File: src/rtl/serv_rf_pkg.sv
// Shared state type and width helpers for the bit-serial register-file RAM bridge.
package serv_rf_pkg;

    localparam int CNT_W = 5;
    localparam int NBITS = 32;

    // state   | meaning
    // IDLE    | waiting for i_rreq
    // PRIME0  | word 0 of read port 0 returning from RAM
    // PRIME1  | word 0 of read port 1 returning from RAM
    // ACTIVE  | serial read in progress, prefetching next words
    // CLEAR   | zeroing every register word after reset (SERV_RF_BRIDGE_CLEAR_EN only)
    typedef enum logic [2:0] {
        ST_IDLE,
        ST_PRIME0,
        ST_PRIME1,
        ST_ACTIVE,
        ST_CLEAR
    } state_t;

    function automatic int nreg(input int with_csr);
        return 32 + 4 * with_csr;
    endfunction

    function automatic int reg_w(input int with_csr);
        return 5 + with_csr;
    endfunction

    function automatic int word_w(input int rw);
        return $clog2(NBITS / rw);
    endfunction

    function automatic int addr_w(input int with_csr, input int rw);
        return reg_w(with_csr) + word_w(rw);
    endfunction

    function automatic bit rw_legal(input int rw);
        return (rw == 4) || (rw == 8) || (rw == 16);
    endfunction

endpackage

File: src/rtl/serv_rf_ram_wbuf.sv
// Write deserialiser for one RF write port: collects RW serial bits and holds the
// finished word, its address and its enable until the top-level arbiter commits it.
module serv_rf_ram_wbuf
    import serv_rf_pkg::*;
#(
    parameter int RW  = 4,
    parameter int RGW = 6,
    parameter int WW  = 3
) (
    input  logic              i_clk,
    input  logic              i_rst_n,
    input  logic              i_shift,
    input  logic              i_latch,
    input  logic [RGW-1:0]    i_wreg,
    input  logic [WW-1:0]     i_word,
    input  logic              i_wen,
    input  logic              i_wdata,
    output logic              o_wen,
    output logic [RGW+WW-1:0] o_waddr,
    output logic [RW-1:0]     o_wdata
);

    logic [RW-2:0]     r_wsr;
    logic              r_hold_wen;
    logic [RGW+WW-1:0] r_hold_addr;
    logic [RW-1:0]     r_hold_data;

    // The final bit of a word goes straight into the hold, so only RW-1 bits are shifted.
    always_ff @(posedge i_clk or negedge i_rst_n) begin
        if (!i_rst_n) begin
            r_wsr       <= '0;
            r_hold_wen  <= 1'b0;
            r_hold_addr <= '0;
            r_hold_data <= '0;
        end else begin
            if (i_shift) begin
                r_wsr <= {i_wdata, r_wsr[RW-2:1]};
            end
            if (i_latch) begin
                r_hold_data <= {i_wdata, r_wsr};
                r_hold_addr <= {i_wreg, i_word};
                r_hold_wen  <= i_wen;
            end
        end
    end

    assign o_wen   = r_hold_wen;
    assign o_waddr = r_hold_addr;
    assign o_wdata = r_hold_data;

endmodule

File: src/rtl/serv_rf_ram_bridge.sv
// Bit-serial RF ports to RW-wide dual-port RAM bridge with word prefetch and write commit.
// Optional SERV_RF_BRIDGE_CLEAR_EN: zero all register words after reset before serving reads.
module serv_rf_ram_bridge
    import serv_rf_pkg::*;
#(
    parameter int WITH_CSR = 1,
    parameter int RW       = 4,
    parameter int AW       = addr_w(WITH_CSR, RW)
) (
    input  logic                    i_clk,
    input  logic                    i_rst_n,
    input  logic                    i_cnt_en,
    input  logic                    i_rreq,
    output logic                    o_ready,
    input  logic [reg_w(WITH_CSR)-1:0] i_rreg0,
    input  logic [reg_w(WITH_CSR)-1:0] i_rreg1,
    output logic                    o_rdata0,
    output logic                    o_rdata1,
    input  logic [reg_w(WITH_CSR)-1:0] i_wreg0,
    input  logic [reg_w(WITH_CSR)-1:0] i_wreg1,
    input  logic                    i_wen0,
    input  logic                    i_wen1,
    input  logic                    i_wdata0,
    input  logic                    i_wdata1,
    output logic [AW-1:0]           o_waddr,
    output logic [RW-1:0]           o_wdata,
    output logic                    o_wen,
    output logic [AW-1:0]           o_raddr,
    output logic                    o_ren,
    input  logic [RW-1:0]           i_rdata
);

    localparam int RGW = reg_w(WITH_CSR);
    localparam int WW  = word_w(RW);
    localparam int OW  = CNT_W - WW;

    if (!rw_legal(RW)) begin : g_bad_rw
        $error("serv_rf_ram_bridge: RW must be 4, 8 or 16");
    end
    if (AW != RGW + WW) begin : g_bad_aw
        $error("serv_rf_ram_bridge: AW is derived and must not be overridden");
    end

`ifdef SERV_RF_BRIDGE_CLEAR_EN
    localparam state_t ST_RESET = ST_CLEAR;
    // Only real register words are cleared, so the sweep stops at NREG*words rather than 2^AW.
    localparam logic [AW-1:0] CLR_LAST = AW'(nreg(WITH_CSR) * (NBITS / RW) - 1);
    logic [AW-1:0] r_clr_addr;
`else
    localparam state_t ST_RESET = ST_IDLE;
`endif

    state_t           r_state, w_state_nxt;
    logic [CNT_W-1:0] r_cnt;
    logic [RW-1:0]    r_sr0, r_sr1, r_stg0, r_stg1;
    logic             r_cap0, r_cap1, r_ready;
    logic             r_commit0, r_commit1;
    logic [WW-1:0]    w_word, w_word_nxt;
    logic [OW-1:0]    w_off;
    logic             w_last_bit, w_wlast, w_pf0, w_pf1;
    logic             w_h0_wen, w_h1_wen;
    logic [AW-1:0]    w_h0_addr, w_h1_addr;
    logic [RW-1:0]    w_h0_data, w_h1_data;

    assign w_word     = r_cnt[CNT_W-1 -: WW];
    assign w_off      = r_cnt[OW-1:0];
    assign w_word_nxt = w_word + WW'(1);
    assign w_last_bit = &w_off;
    assign w_wlast    = i_cnt_en & w_last_bit;

    always_comb begin
        w_state_nxt = r_state;
        o_ren       = 1'b0;
        o_raddr     = '0;
        w_pf0       = 1'b0;
        w_pf1       = 1'b0;
        case (r_state)
            ST_IDLE: begin
                if (i_rreq) begin
                    w_state_nxt = ST_PRIME0;
                    o_ren       = 1'b1;
                    o_raddr     = {i_rreg0, {WW{1'b0}}};
                end
            end
            ST_PRIME0: begin
                w_state_nxt = ST_PRIME1;
                o_ren       = 1'b1;
                o_raddr     = {i_rreg1, {WW{1'b0}}};
            end
            ST_PRIME1: w_state_nxt = ST_ACTIVE;
            ST_ACTIVE: begin
                if (i_cnt_en && (w_word != '1)) begin
                    if (w_off == '0) begin
                        w_pf0   = 1'b1;
                        o_ren   = 1'b1;
                        o_raddr = {i_rreg0, w_word_nxt};
                    end else if (w_off == OW'(1)) begin
                        w_pf1   = 1'b1;
                        o_ren   = 1'b1;
                        o_raddr = {i_rreg1, w_word_nxt};
                    end
                end
                if (i_cnt_en && (r_cnt == '1)) begin
                    w_state_nxt = ST_IDLE;
                end
            end
`ifdef SERV_RF_BRIDGE_CLEAR_EN
            ST_CLEAR: begin
                if (r_clr_addr == CLR_LAST) begin
                    w_state_nxt = ST_IDLE;
                end
            end
`endif
            default: w_state_nxt = ST_IDLE;
        endcase
    end

    always_ff @(posedge i_clk or negedge i_rst_n) begin
        if (!i_rst_n) begin
            r_state   <= ST_RESET;
            r_cnt     <= '0;
            r_sr0     <= '0;
            r_sr1     <= '0;
            r_stg0    <= '0;
            r_stg1    <= '0;
            r_cap0    <= 1'b0;
            r_cap1    <= 1'b0;
            r_ready   <= 1'b0;
            r_commit0 <= 1'b0;
            r_commit1 <= 1'b0;
        end else begin
            r_state   <= w_state_nxt;
            r_ready   <= (r_state == ST_PRIME1);
            r_cap0    <= w_pf0;
            r_cap1    <= w_pf1;
            r_commit0 <= w_wlast;
            r_commit1 <= r_commit0;
            if (i_cnt_en) begin
                r_cnt <= r_cnt + CNT_W'(1);
            end
            if (r_cap0) begin
                r_stg0 <= i_rdata;
            end
            if (r_cap1) begin
                r_stg1 <= i_rdata;
            end
            if (r_state == ST_PRIME0) begin
                r_sr0 <= i_rdata;
            end
            if (r_state == ST_PRIME1) begin
                r_sr1 <= i_rdata;
            end
            if ((r_state == ST_ACTIVE) && i_cnt_en) begin
                if (w_last_bit) begin
                    r_sr0 <= r_stg0;
                    r_sr1 <= r_stg1;
                end else begin
                    r_sr0 <= r_sr0 >> 1;
                    r_sr1 <= r_sr1 >> 1;
                end
            end
        end
    end

`ifdef SERV_RF_BRIDGE_CLEAR_EN
    always_ff @(posedge i_clk or negedge i_rst_n) begin
        if (!i_rst_n) begin
            r_clr_addr <= '0;
        end else if (r_state == ST_CLEAR) begin
            r_clr_addr <= r_clr_addr + AW'(1);
        end
    end
`endif

    assign o_ready  = r_ready;
    assign o_rdata0 = (r_state == ST_ACTIVE) & r_sr0[0];
    assign o_rdata1 = (r_state == ST_ACTIVE) & r_sr1[0];

    serv_rf_ram_wbuf #(.RW(RW), .RGW(RGW), .WW(WW)) u_wbuf0 (
        .i_clk   (i_clk),
        .i_rst_n (i_rst_n),
        .i_shift (i_cnt_en),
        .i_latch (w_wlast),
        .i_wreg  (i_wreg0),
        .i_word  (w_word),
        .i_wen   (i_wen0),
        .i_wdata (i_wdata0),
        .o_wen   (w_h0_wen),
        .o_waddr (w_h0_addr),
        .o_wdata (w_h0_data)
    );

    serv_rf_ram_wbuf #(.RW(RW), .RGW(RGW), .WW(WW)) u_wbuf1 (
        .i_clk   (i_clk),
        .i_rst_n (i_rst_n),
        .i_shift (i_cnt_en),
        .i_latch (w_wlast),
        .i_wreg  (i_wreg1),
        .i_word  (w_word),
        .i_wen   (i_wen1),
        .i_wdata (i_wdata1),
        .o_wen   (w_h1_wen),
        .o_waddr (w_h1_addr),
        .o_wdata (w_h1_data)
    );

    // Port 0 commits the cycle after a word completes, port 1 the cycle after that.
    always_comb begin
        o_wen   = 1'b0;
        o_waddr = '0;
        o_wdata = '0;
        if (r_commit0) begin
            o_wen   = w_h0_wen;
            o_waddr = w_h0_addr;
            o_wdata = w_h0_data;
        end else if (r_commit1) begin
            o_wen   = w_h1_wen;
            o_waddr = w_h1_addr;
            o_wdata = w_h1_data;
        end
`ifdef SERV_RF_BRIDGE_CLEAR_EN
        if (r_state == ST_CLEAR) begin
            o_wen   = 1'b1;
            o_waddr = r_clr_addr;
            o_wdata = '0;
        end
`endif
    end

endmodule

File: config.mk
export PLATFORM = sky130hd
export DESIGN_NAME = serv_rf_ram_bridge
export DESIGN_NICKNAME = d
export VERILOG_FILES = /design/src/rtl/serv_rf_pkg.sv /design/src/rtl/serv_rf_ram_wbuf.sv /design/src/rtl/serv_rf_ram_bridge.sv
export SDC_FILE = /design/constraint.sdc
export NUM_CORES = 1
export LEC_CHECK = 0
export BUFFER_PORTS_ARGS = -buffer_cell sky130_fd_sc_hd__clkbuf_2
export CORE_ASPECT_RATIO = 0.75
export CORE_MARGIN = 2
export CORE_UTILIZATION = 56
export CTS_BUF_LIST = sky130_fd_sc_hd__clkbuf_8
export CTS_CLUSTER_DIAMETER = 30
export DETAILED_ROUTE_END_ITERATION = 8
export PLACE_DENSITY_LB_ADDON = 0.25
export SYNTH_ARGS = -nofsm -noshare
export SYNTH_HDL_FRONTEND = slang
export SYNTH_HIERARCHICAL = 1
export SYNTH_SLANG_ARGS = --single-unit
File: constraint.sdc
create_clock -name i_clk -period 2.28 [get_ports i_clk]
set_input_delay 0.228 -clock i_clk [delete_from_list [all_inputs] [get_ports i_clk]]
set_output_delay 0.228 -clock i_clk [all_outputs]
set_load 0.01 [all_outputs]
==> results_dict.tcl <==
set metrics [dict create \
    synth_nets 281 \
    start_util 0.5937 \
    cp_max_fo 19 \
    clockBufferDepth 2 \
    drive_above_1_share 0.4342 \
    vdd_drop_max_uv 621.2 \
    fin_tns_setup_ns 0 \
    first_pass_iters 4 \
    setup_viol 0 \
    synth.largest_area_cell "dfrtp_1" \
    ff2ff_path_depth 6 \
    crit_arrival_ns 1.97 \
    io_buffers 62 \
    synth.top_cells.by_count "dfrtp_1 (62), mux2_2 (44), a22oi_1 (14)" \
    place_congestion 0.7614 \
    maxCapViolCount 0 \
    ys_seq_area_frac 0.5217 \
    drc 0 \
    die_area_um2 5916 \
    final_nets 346 \
    rrSetupSlack_ns 0.61 \
    antenna_cells 0 \
    critPathCaptureType "primary output" \
    row_count 22 \
    synth_area_per_cell_um2 12.71 \
    synth_area_um2 2974 \
    p_clk_frac 0.219 \
    die_w_um 88.15 \
    cp_slowest_cell "dfrtp_1" \
    r2r_start "r_cnt[0]" \
    finalMaxSlewViolations 0 \
    holdPathStages 2 \
    cts_buffers 9 \
    numClockSinks 62 \
    ys_types 31 \
    final_core_util 0.7135 \
    p_int_uw 3162 \
    grt_overflow 0 \
    cts-root-buf "clkbuf_8" \
    hold-path-endpoint "u_wbuf0/o_waddr[8]" \
    hold_viol 0 \
    grt_pass1_vias 2065 \
    post-route-period-util 0.9619 \
    synth.top_cell.area_share 0.5217 \
    num_io_pins 63 \
    max_freq_mhz 456.0 \
    synth.most_common_cell "dfrtp_1" \
    crit_required_ns 2.05 \
    synth-edff-count 0 \
    core-area_um2 5010 \
    skew_ns 0.006979 \
    yosys-top-cells-area "dfrtp_1 (52%), mux2_2 (17%), ha_1 (4.6%)" \
    cts_tree "done" \
    die_h_um 67.11 \
    r2r_end "r_state[1]" \
    power.share.switching 0.3342 \
    grtUsageTotal 0.2252 \
    grt_pass1_wl_um 9735 \
    wl_per_cell_um 16.25 \
    p_per_area_nw_per_um2 1329 \
    outcome "completed" \
    antenna_found_initial 0 \
    min_period_ns 2.193 \
    crit_chain "ha_1, nand2_4, or3_1, a21oi_1, clkbuf_2" \
    critPathMaxStageDelay_ns 0.43 \
    postRouteAntennaNets 0 \
    tightest_slew_ns 0.6417 \
    synthToLayoutAreaGrowth_pct 20.19 \
    insertion_delay_ns 0.34 \
    drt_iter0_markers 87 \
    finalPower_uw 4749 \
    pwr-share-seq 0.403 \
    syn_inst 234 \
    rsz0062_at_grt "false" \
    slew_headroom 0.5702 \
    ys_warn_count 6 \
    criticalPathCategory "reg2out" \
    synth-seq-cells 62 \
    grt_max_degree 41 \
    hp-start "i_wreg0[5]" \
    vias_per_cell 5.545 \
    clkTransAtPathRegs_ns 0.07 \
    combPwrFrac 0.378 \
    htree_levels 3 \
    vias 2085 \
    critPathLaunchType "flop" \
    leakagePower_uw 0.001667 \
    ys_async_sr_fraction 1.000 \
    wl_um 6109 \
    hpwl_um 4095 \
    hp-class "in2reg" \
    p_switching_uw 1587 \
    synth_flop_cell "dfrtp_1" \
]
==> registers in the layout, summed over array words and instances, names as in the netlist <==
name	flops
u_wbuf0/o_waddr	9
u_wbuf1/o_waddr	9
r_cnt	5
r_sr0	4
r_sr1	4
r_stg0	4
r_stg1	4
u_wbuf0/o_wdata	4
u_wbuf1/o_wdata	4
u_wbuf0/r_wsr	3
u_wbuf1/r_wsr	3
r_state	2
o_ready	1
r_cap0	1
r_cap1	1
r_commit0	1
r_commit1	1
u_wbuf0/o_wen	1
u_wbuf1/o_wen	1
==> power by group through the flow <==
stage	sequential, µW	clock (µW)	combinational, µW
5_1_grt	1980	1110	1980
3_3_place_gp	1890	0	1710
4_1_cts	1910	1060	1810
6_report	1910	1040	1800
3_5_place_dp	1920	0	1770
2_1_floorplan	1840	0	1350
==> logic make-up after synthesis <==
logic type | synth area share
xor gates and xnor gates | 0.008836
adders and majority gates | 0.04628
muxes | 0.1868
buffers and inverters | 0.04333
AOI/OAI and AO/OA | 0.1266
DFF | 0.5217
and+or+nand+nor | 0.06647
==> worst max-delay path: cells and delay by family, from the launching register on <==
family	cells	cell delay, ns
AO/OA/AOI/OAI	1	0.16
buffers and inverters	1	0.16
flip-flops	1	0.43
adder cells (fa/ha/maj)	1	0.34
AND/OR/NAND/NOR	2	0.54
==> layer usage <==
| metal | up-vias | share of wire | global-route usage |
|---|---|---|---|
| met5 | - | 0 | 0 |
| met3 | 7 | 0.050 | 0.08550 |
| met2 | 59 | 0.45 | 0.3400 |
| li1 | 983 | - | - |
| met4 | 0 | 0.0090 | 0.06250 |
| met1 | 1036 | 0.49 | 0.3084 |
==> worst max path at each step <==
stage,slack (ns),to,start
3_3_place_gp,0.34,o_raddr[2],r_cnt[2]
3_5_place_dp,0.26,o_raddr[2],r_cnt[2]
2_1_floorplan,0.55,r_state[1],r_cnt[0]
6_report,0.09,o_ren,r_state[1]
4_1_cts,0.02,o_ren,r_cnt[1]
5_1_grt,0.0008,o_ren,r_state[1]
==> what timing repair did <==
action                                 in CTS  in global routing
pin swaps                                   0                  1
resized for setup                           2                  2
hold buffers                                1                  0
endpoints found under the hold margin      22                  0
buffers inserted                            0                  0
setup endpoints to repair                   9                  3
==> cell type report <==
class | instances | area, µm²
multi-input combinational | 150 | 1313
sequential | 62 | 1553
clock inverter | 6 | 77.57
clock buffer | 10 | 137.6
inverter | 7 | 26.28
tap | 72 | 90.09
timing repair buffer | 69 | 377.9
fill | 384 | 1435
==> stage by stage <==
stage               cells  hold WS (ns)  area (µm²)  setup slack (ns)
finish                376        0.1200        3575           0.08698
global route          376        0.1072        3575         0.0008278
CTS                   376        0.1085        3571           0.02166
detailed placement    359        0.2774        3329            0.2608
global placement      359        0.2709        3329            0.3405
floorplan             234      -0.06759        2974            0.5505
==> cell usage in the layout (no fill, tap or decap), types with 6 or more instances in the layout <==
cell type / netlist / routed
mux2i_1: 6 / 6
clkbuf_2: 0 / 62
and2_1: 6 / 7
o22ai_1: 7 / 7
ha_1: 11 / 10
nor2b_1: 6 / 6
a21oi_1: 8 / 8
mux2_2: 44 / 44
a22o_1: 13 / 13
clkbuf_8: 0 / 10
a211oi_1: 6 / 6
inv_1: 7 / 9
dfrtp_1: 62 / 61
a22oi_1: 14 / 14
(Power assumes the default switching activity.)
